File: config.mk
export PLATFORM = sky130hd
export DESIGN_NAME = fb_port_arbiter
export DESIGN_NICKNAME = d
export VERILOG_FILES = /design/src/rtl/fb_port_arbiter_pkg.sv /design/src/rtl/fb_wr_fifo.sv /design/src/rtl/fb_port_arbiter.sv
export SDC_FILE = /design/constraint.sdc
export NUM_CORES = 1
export LEC_CHECK = 0
export ABC_AREA = 1
export CAP_MARGIN = 20
export CORE_ASPECT_RATIO = 1.1
export CORE_MARGIN = 3
export CORE_UTILIZATION = 45
export DETAILED_ROUTE_END_ITERATION = 12
export PLACE_DENSITY = 0.75
export SYNTH_ARGS = -nofsm -noshare
export SYNTH_HDL_FRONTEND = slang
export SYNTH_SLANG_ARGS = --single-unit
File: constraint.sdc
create_clock -name pixclk -period 3.9 [get_ports pixclk]
set_input_delay 0.975 -clock pixclk [delete_from_list [all_inputs] [get_ports pixclk]]
set_output_delay 0.975 -clock pixclk [all_outputs]
set_load 0.05 [all_outputs]
File: src/rtl/fb_port_arbiter_pkg.sv
`default_nettype none
// +----------------------------------------------------------------------+
// | Module : fb_port_arbiter_pkg                                         |
// | Brief  : Shared constants and grant-state encoding for the frame-    |
// |          buffer port arbiter.                                        |
// | Rev    : 1.0 - initial release                                       |
// +----------------------------------------------------------------------+
package fb_port_arbiter_pkg;

  // Active video geometry of the stored frame
  localparam int unsigned c_H_ACTIVE = 640;
  localparam int unsigned c_V_ACTIVE = 480;
  localparam int unsigned c_FB_WORDS = c_H_ACTIVE * c_V_ACTIVE;

  // Grant state: which port owns the single RAM port next cycle
  typedef enum logic [1:0] {
    GS_IDLE     = 2'd0,
    GS_RD       = 2'd1,
    GS_WR       = 2'd2,
    GS_FORCE_WR = 2'd3
  } grant_e;

endpackage
`default_nettype wire

File: src/rtl/fb_wr_fifo.sv
`default_nettype none
// +----------------------------------------------------------------------+
// | Module : fb_wr_fifo                                                  |
// | Brief  : Camera write FIFO; each entry carries its frame-buffer      |
// |          address alongside the pixel so later address resets do not  |
// |          disturb queued pixels.                                      |
// | Rev    : 1.0 - initial release                                       |
// +----------------------------------------------------------------------+
module fb_wr_fifo #(
  parameter int DEPTH  = 16,
  parameter int ADDR_W = 19,
  parameter int DATA_W = 16,
  parameter int CNT_W  = $clog2(DEPTH + 1)
) (
  input  logic              pixclk,
  input  logic              reset,
  input  logic              i_push,
  input  logic [ADDR_W-1:0] i_push_addr,
  input  logic [DATA_W-1:0] i_push_data,
  input  logic              i_pop,
  output logic [ADDR_W-1:0] o_pop_addr,
  output logic [DATA_W-1:0] o_pop_data,
  output logic [CNT_W-1:0]  o_count,
  output logic              o_full,
  output logic              o_empty
);

  localparam int               PTR_W   = $clog2(DEPTH);
  localparam logic [CNT_W-1:0] c_DEPTH = CNT_W'(DEPTH);

  logic [ADDR_W+DATA_W-1:0] r_mem [DEPTH];
  logic [PTR_W-1:0]         r_wr_ptr;
  logic [PTR_W-1:0]         r_rd_ptr;
  logic [CNT_W-1:0]         r_count;
  logic                     w_push;
  logic                     w_pop;

  assign o_full  = (r_count == c_DEPTH);
  assign o_empty = (r_count == '0);
  assign o_count = r_count;

  // Guard both ends so a stray request can never corrupt the queue
  assign w_push = i_push & ~o_full;
  assign w_pop  = i_pop & ~o_empty;

  assign {o_pop_addr, o_pop_data} = r_mem[r_rd_ptr];

  // Storage array: written on accepted push, no reset needed
  always_ff @(posedge pixclk) begin
    if (w_push) begin
      r_mem[r_wr_ptr] <= {i_push_addr, i_push_data};
    end
  end

  // Pointers and occupancy; push+pop together leaves count unchanged
  always_ff @(posedge pixclk or posedge reset) begin
    if (reset) begin
      r_wr_ptr <= '0;
      r_rd_ptr <= '0;
      r_count  <= '0;
    end else begin
      if (w_push) r_wr_ptr <= r_wr_ptr + PTR_W'(1);
      if (w_pop)  r_rd_ptr <= r_rd_ptr + PTR_W'(1);
      case ({w_push, w_pop})
        2'b10:   r_count <= r_count + CNT_W'(1);
        2'b01:   r_count <= r_count - CNT_W'(1);
        default: r_count <= r_count;
      endcase
    end
  end

endmodule
`default_nettype wire

File: src/rtl/fb_port_arbiter.sv
`default_nettype none
// +----------------------------------------------------------------------+
// | Module : fb_port_arbiter                                             |
// | Brief  : Shares one single-port frame-buffer RAM between a camera    |
// |          writer (via a small FIFO) and a display reader. Display     |
// |          reads win until the FIFO nears full, then writes are forced |
// |          until it drains to half the high-water mark.                |
// | Rev    : 1.0 - initial release                                       |
// +----------------------------------------------------------------------+
module fb_port_arbiter
  import fb_port_arbiter_pkg::*;
#(
  parameter int ADDR_W   = 19,
  parameter int DATA_W   = 16,
  parameter int FB_WORDS = int'(c_FB_WORDS),
  parameter int WF_DEPTH = 16,
  parameter int WF_HIGH  = 12
) (
  input  logic              pixclk,
  input  logic              reset,
  input  logic              cam_valid,
  input  logic [DATA_W-1:0] cam_data,
  input  logic              cam_sof,
  output logic              cam_ready,
  input  logic              disp_req,
  input  logic              disp_sof,
  output logic [DATA_W-1:0] disp_data,
  output logic              disp_valid,
  output logic              ram_en,
  output logic              ram_we,
  output logic [ADDR_W-1:0] ram_addr,
  output logic [DATA_W-1:0] ram_wdata,
  input  logic [DATA_W-1:0] ram_rdata,
  output logic              ovf_err,
  output logic              urun_err
);

  localparam int                CNT_W       = $clog2(WF_DEPTH + 1);
  localparam logic [CNT_W-1:0]  c_HIGH      = CNT_W'(WF_HIGH);
  localparam logic [CNT_W-1:0]  c_LOW       = CNT_W'(WF_HIGH / 2);
  localparam logic [ADDR_W-1:0] c_LAST_ADDR = ADDR_W'(FB_WORDS - 1);

  grant_e            r_state;
  grant_e            w_next;
  grant_e            w_normal;

  logic [ADDR_W-1:0] r_wr_addr;
  logic [ADDR_W-1:0] r_rd_addr;
  logic [ADDR_W-1:0] w_cam_addr;
  logic [ADDR_W-1:0] w_rd_addr;
  logic              w_full;
  logic              w_empty;
  logic              w_push;
  logic              w_drop;
  logic              w_pop;
  logic              w_rd_go;
  logic [CNT_W-1:0]  w_count;
  logic [ADDR_W-1:0] w_fifo_addr;
  logic [DATA_W-1:0] w_fifo_data;

  logic              r_ram_en;
  logic              r_ram_we;
  logic [ADDR_W-1:0] r_ram_addr;
  logic [DATA_W-1:0] r_ram_wdata;
  logic              r_disp_valid;
  logic [DATA_W-1:0] r_disp_data;
  logic              r_ovf_err;
  logic              r_urun_err;

  // Start-of-frame pulses rebase the address used by the same-cycle access
  assign w_cam_addr = cam_sof  ? '0 : r_wr_addr;
  assign w_rd_addr  = disp_sof ? '0 : r_rd_addr;

  assign w_push  = cam_valid & ~w_full;
  assign w_drop  = cam_valid & w_full;
  assign w_pop   = (w_next == GS_WR) || (w_next == GS_FORCE_WR);
  assign w_rd_go = (w_next == GS_RD);

  fb_wr_fifo #(
    .DEPTH  (WF_DEPTH),
    .ADDR_W (ADDR_W),
    .DATA_W (DATA_W),
    .CNT_W  (CNT_W)
  ) u_wr_fifo (
    .pixclk      (pixclk),
    .reset       (reset),
    .i_push      (w_push),
    .i_push_addr (w_cam_addr),
    .i_push_data (cam_data),
    .i_pop       (w_pop),
    .o_pop_addr  (w_fifo_addr),
    .o_pop_data  (w_fifo_data),
    .o_count     (w_count),
    .o_full      (w_full),
    .o_empty     (w_empty)
  );

  // Grant state register
  always_ff @(posedge pixclk or posedge reset) begin
    if (reset) r_state <= GS_IDLE;
    else       r_state <= w_next;
  end

  // Next grant: reads first, forced drain once the FIFO reaches high water
  always_comb begin
    w_normal = GS_IDLE;
    if (disp_req)      w_normal = GS_RD;
    else if (!w_empty) w_normal = GS_WR;
    w_next = w_normal;
    case (r_state)
      GS_FORCE_WR: if (w_count > c_LOW)   w_next = GS_FORCE_WR;
      default:     if (w_count >= c_HIGH) w_next = GS_FORCE_WR;
    endcase
  end

  // Write address advances for every camera pixel, kept or dropped
  always_ff @(posedge pixclk or posedge reset) begin
    if (reset) begin
      r_wr_addr <= '0;
    end else if (cam_valid) begin
      r_wr_addr <= (w_cam_addr == c_LAST_ADDR) ? '0 : w_cam_addr + ADDR_W'(1);
    end else if (cam_sof) begin
      r_wr_addr <= '0;
    end
  end

  // Read address advances only for granted display reads
  always_ff @(posedge pixclk or posedge reset) begin
    if (reset) begin
      r_rd_addr <= '0;
    end else if (w_rd_go) begin
      r_rd_addr <= (w_rd_addr == c_LAST_ADDR) ? '0 : w_rd_addr + ADDR_W'(1);
    end else if (disp_sof) begin
      r_rd_addr <= '0;
    end
  end

  // Registered RAM strobes for the access granted this cycle
  always_ff @(posedge pixclk or posedge reset) begin
    if (reset) begin
      r_ram_en    <= 1'b0;
      r_ram_we    <= 1'b0;
      r_ram_addr  <= '0;
      r_ram_wdata <= '0;
    end else begin
      r_ram_en <= w_pop | w_rd_go;
      r_ram_we <= w_pop;
      if (w_pop) begin
        r_ram_addr  <= w_fifo_addr;
        r_ram_wdata <= w_fifo_data;
      end else if (w_rd_go) begin
        r_ram_addr  <= w_rd_addr;
      end
    end
  end

  // Capture read data during the read access cycle; data holds otherwise
  always_ff @(posedge pixclk or posedge reset) begin
    if (reset) begin
      r_disp_valid <= 1'b0;
      r_disp_data  <= '0;
    end else begin
      r_disp_valid <= r_ram_en & ~r_ram_we;
      if (r_ram_en && !r_ram_we) r_disp_data <= ram_rdata;
    end
  end

  // Sticky error flags, cleared only by reset
  always_ff @(posedge pixclk or posedge reset) begin
    if (reset) begin
      r_ovf_err  <= 1'b0;
      r_urun_err <= 1'b0;
    end else begin
      if (w_drop)                               r_ovf_err  <= 1'b1;
      if (disp_req && (w_next == GS_FORCE_WR))  r_urun_err <= 1'b1;
    end
  end

  assign cam_ready  = ~w_full;
  assign ram_en     = r_ram_en;
  assign ram_we     = r_ram_we;
  assign ram_addr   = r_ram_addr;
  assign ram_wdata  = r_ram_wdata;
  assign disp_valid = r_disp_valid;
  assign disp_data  = r_disp_data;
  assign ovf_err    = r_ovf_err;
  assign urun_err   = r_urun_err;

endmodule
`default_nettype wire
==> metrics.md <==
| Metric | Value |
|---|---|
| Initial DRC count | 2356 |
| Most frequent cells in the layout | 560 x edfxtp_1, 532 x nand2_1, 359 x nor2_1 |
| TritonCTS clock tree | yes |
| Post-layout instance area | 0.03213 sq mm |
| Ys Warns | 0 |
| FILL cells | 5018 |
| Rel. slew slack | 29.69% |
| Min-Delay Startpoint | disp_data[10]$_DFFE_PP0P_ |
| Synth Instances | 2456 |
| Post-synthesis sequential area ratio | 70.57% |
| Vias | 19210 |
| Synth unique cells | 37 |
| IO Count | 95 |
| Worst Hold End | disp_data[10]$_DFFE_PP0P_ |
| Clock sink total | 669 |
| Via/cell ratio | 5.608 |
| Status | finished clean |
| Post CTS Setup Buffer Count | 0 |
| Layout net count | 2599 |
| Hold Violations, Final | 0 |
| Clock-pin slew on the worst setup and hold paths | 50 ps |
| Gpl congestion | 0.8752 |
| P per Cell Area | 779.6 mW/mm^2 |
| Synthesis-to-layout area growth | 16.03% |
| Crit Path Max Fanout | 3 |
| Req. time, crit path | 2920 ps |
| Leakage | 11.95 nW |
| First-pass GRT wire length | 108200 um |
| Post-DP HPWL | 40660 um |
| Syn Nets | 2505 |
| Total die area | 0.06456 sq mm |
| Area share of the leading cell type in the synthesized netlist | 60.72% |
| Final worst-path cycle share | 81.91% |
| Placed Area | 0.02973 sq mm |
| Pins Over Slew Limit | 0 |
| Cts bufs inserted | 71 |
| Tmin final | 3195 ps |
| Most used DFF post-synth | edfxtp_1 |
| RSZ-0062 raised after global routing | no |
| Worst Path Arrival | 2220 ps |
| Synth area leader | edfxtp_1 |
| DR pass1 iterations | 6 |
| Crit. End Element | output pin |
| Largest net degree at the start of global routing | 230 |
| Reg2Reg Setup Slack | 1120 ps |
| Hold buffers post-CTS | 0 |
| Number of gates resized after CTS | 0 |
| Max-Cap Viols | 0 |
| Synthesized area | 0.02769 sq mm |
| CTS Buffer Depth | 3 |
| Height of the die | 266.2 um |
| Critical R2R Launch | u_wr_fifo.o_count[1]$_DFFE_PP0P_ |
| Kind of critical path | flop to output pin |
| Initial Utilization | 45.90% |
| Least-Margin Pin Slew | 1053 ps |
| Flops & latches, synth | 669 |
| FFs w/ async S/R, synth | 16.29% |
| Clock Latency Late Sink | 610 ps |
| FMAX | 313.0 MHz |
| Crit path launch | u_wr_fifo.o_count[1]$_DFFE_PP0P_ |
| WL per Instance | 20.53 um |
| I/O Buffers | 94 |
| Synth area leaders | edfxtp_1 61%, dfrtp_1 9.8%, nand2_1 7.2% |
| CP Launch Type | flop |
| Htree depth | 3 |
| GRT Total Usage | 21.52% |
| Fraction of layout cells with a size suffix above 1 | 8.509% |
| Row count | 94 |
| GRT overflow | 0 |
| Drc violations | 0 |
| VDD IR max | 660.6 uV |
| Hold Path Cell Cnt | 2 |
| Root Buffer Master | clkbuf_16 |
| Final setup fails | 0 |
| Setup Skew | 26.52 ps |
| Commonest non-fill, non-tap cell in the layout | edfxtp_1 |
| Worst R2R Path Depth | 18 |
| Syn_area_per_cell | 11.28 sq um |
| Antenna diode count | 0 |
| Vias in the first global route | 18850 |
| ANT nets after route | 0 |
| CORE AREA | 0.06034 sq mm |
| Reg2reg end | u_wr_fifo.o_count[4]$_DFFE_PP0P_ |
| Post-synth EDFFs | 560 |
| Setup TNS | 0 ps |
| Antenna violations before repair | 1 |
| HP Class | flop to flop |
| Drt total wl | 70320 um |
| Die X | 242.5 um |
## cell families after synthesis
logic type	Yosys count	share of synthesized area, %
compound gates	306	6.136
xor+xnor	22	0.6958
simple gates	1221	18.31
fa+ha+maj	11	0.4970
buf+inv	227	3.791
flops	669	70.57
## critical path, stage by stage (launching register included)
cell and delay, ps:
dfrtp_1 420, inv_2 70, nand2_1 90, nor3_2 170
nand2_2 150, clkdlybuf4s50_1 730
## registers in the layout, indices dropped and copies added, names as in the netlist
| register | cells |
|---|---|
| ram_wdata | 16 |
| ram_addr | 19 |
| ram_en | 1 |
| r_wr_addr | 19 |
| disp_data | 16 |
| u_wr_fifo.o_count | 5 |
| r_rd_addr | 19 |
| u_wr_fifo.r_rd_ptr | 4 |
| urun_err | 1 |
| r_state | 2 |
| ram_we | 1 |
| ovf_err | 1 |
| u_wr_fifo.r_wr_ptr | 4 |
| disp_valid | 1 |
| u_wr_fifo.r_mem | 560 |
## area by class of cell
cell class                      count  area, sq um  area share, %
Clock buffer                       96         2017          6.277
Clock inverter                     36        381.6          1.188
Inverter                           95        366.6          1.141
Multi-Input combinational cell   1560         7222          22.48
Sequential cell                   669        19550          60.85
Tap cell                          816         1021          3.177
Timing Repair Buffer              153         1572          4.891
## cell usage after synthesis (16+ instances only)
cell type  count
a21oi_1       56
a31oi_1       18
buf_1         17
buf_2         49
buf_4         20
clkbuf_1      38
dfrtp_1      109
edfxtp_1     560
inv_1         86
nand2_1      533
nand3_1      266
nor2_1       375
o211ai_1      52
o21ai_0      132
o21ai_1       41
xor2_1        16
## power breakdown
part	internal, mW	total (mW)	switching (mW)
Clock	4.11	6.86	2.74
Combinational	2.53	9.06	6.53
Sequential	8.72	9.13	0.410
Total	15.4	25.1	9.68
## layer usage
| layer | track usage (%) | up-vias | part of all wire [%] |
|---|---|---|---|
| li1 | - | 8708 | - |
| met1 | 28.38 | 9293 | 39 |
| met2 | 35.13 | 1050 | 47 |
| met3 | 4.287 | 155 | 9.7 |
| met4 | 9.002 | 2 | 3.4 |
| met5 | 0 | - | 0.024 |
## how the worst max path moves through the flow
stage / end / slack [ps] / depth (start not counted)
global route: cam_ready / 560 / 5
global placement: u_wr_fifo.o_count[4]$_DFFE_PP0P_ / 590 / 13
finish: cam_ready / 710 / 5
detailed placement: u_wr_fifo.o_count[4]$_DFFE_PP0P_ / 570 / 13
CTS: cam_ready / 620 / 5
floorplan: disp_data[0]$_DFFE_PP0P_ / 50 / 1
## per-stage QoR
| stage | cells | setup slack [ps] | util [%] | power, mW | hold slack [ps] |
|---|---|---|---|---|---|
| after floorplan | 2456 | 51.05 | - | 15.21 | 483.1 |
| after global placement | 3293 | 590.9 | 49.28 | 17.97 | 456.1 |
| after detailed placement | 3293 | 568.0 | 49.28 | 18.20 | 458.7 |
| after CTS | 3425 | 619.1 | 53.26 | 25.07 | 471.8 |
| after global routing | 3425 | 556.7 | 53.26 | 26.32 | 501.5 |
| final | 3425 | 705.3 | 53.26 | 25.05 | 468.5 |
No activity file was read; power rests on OpenSTA's default activity.
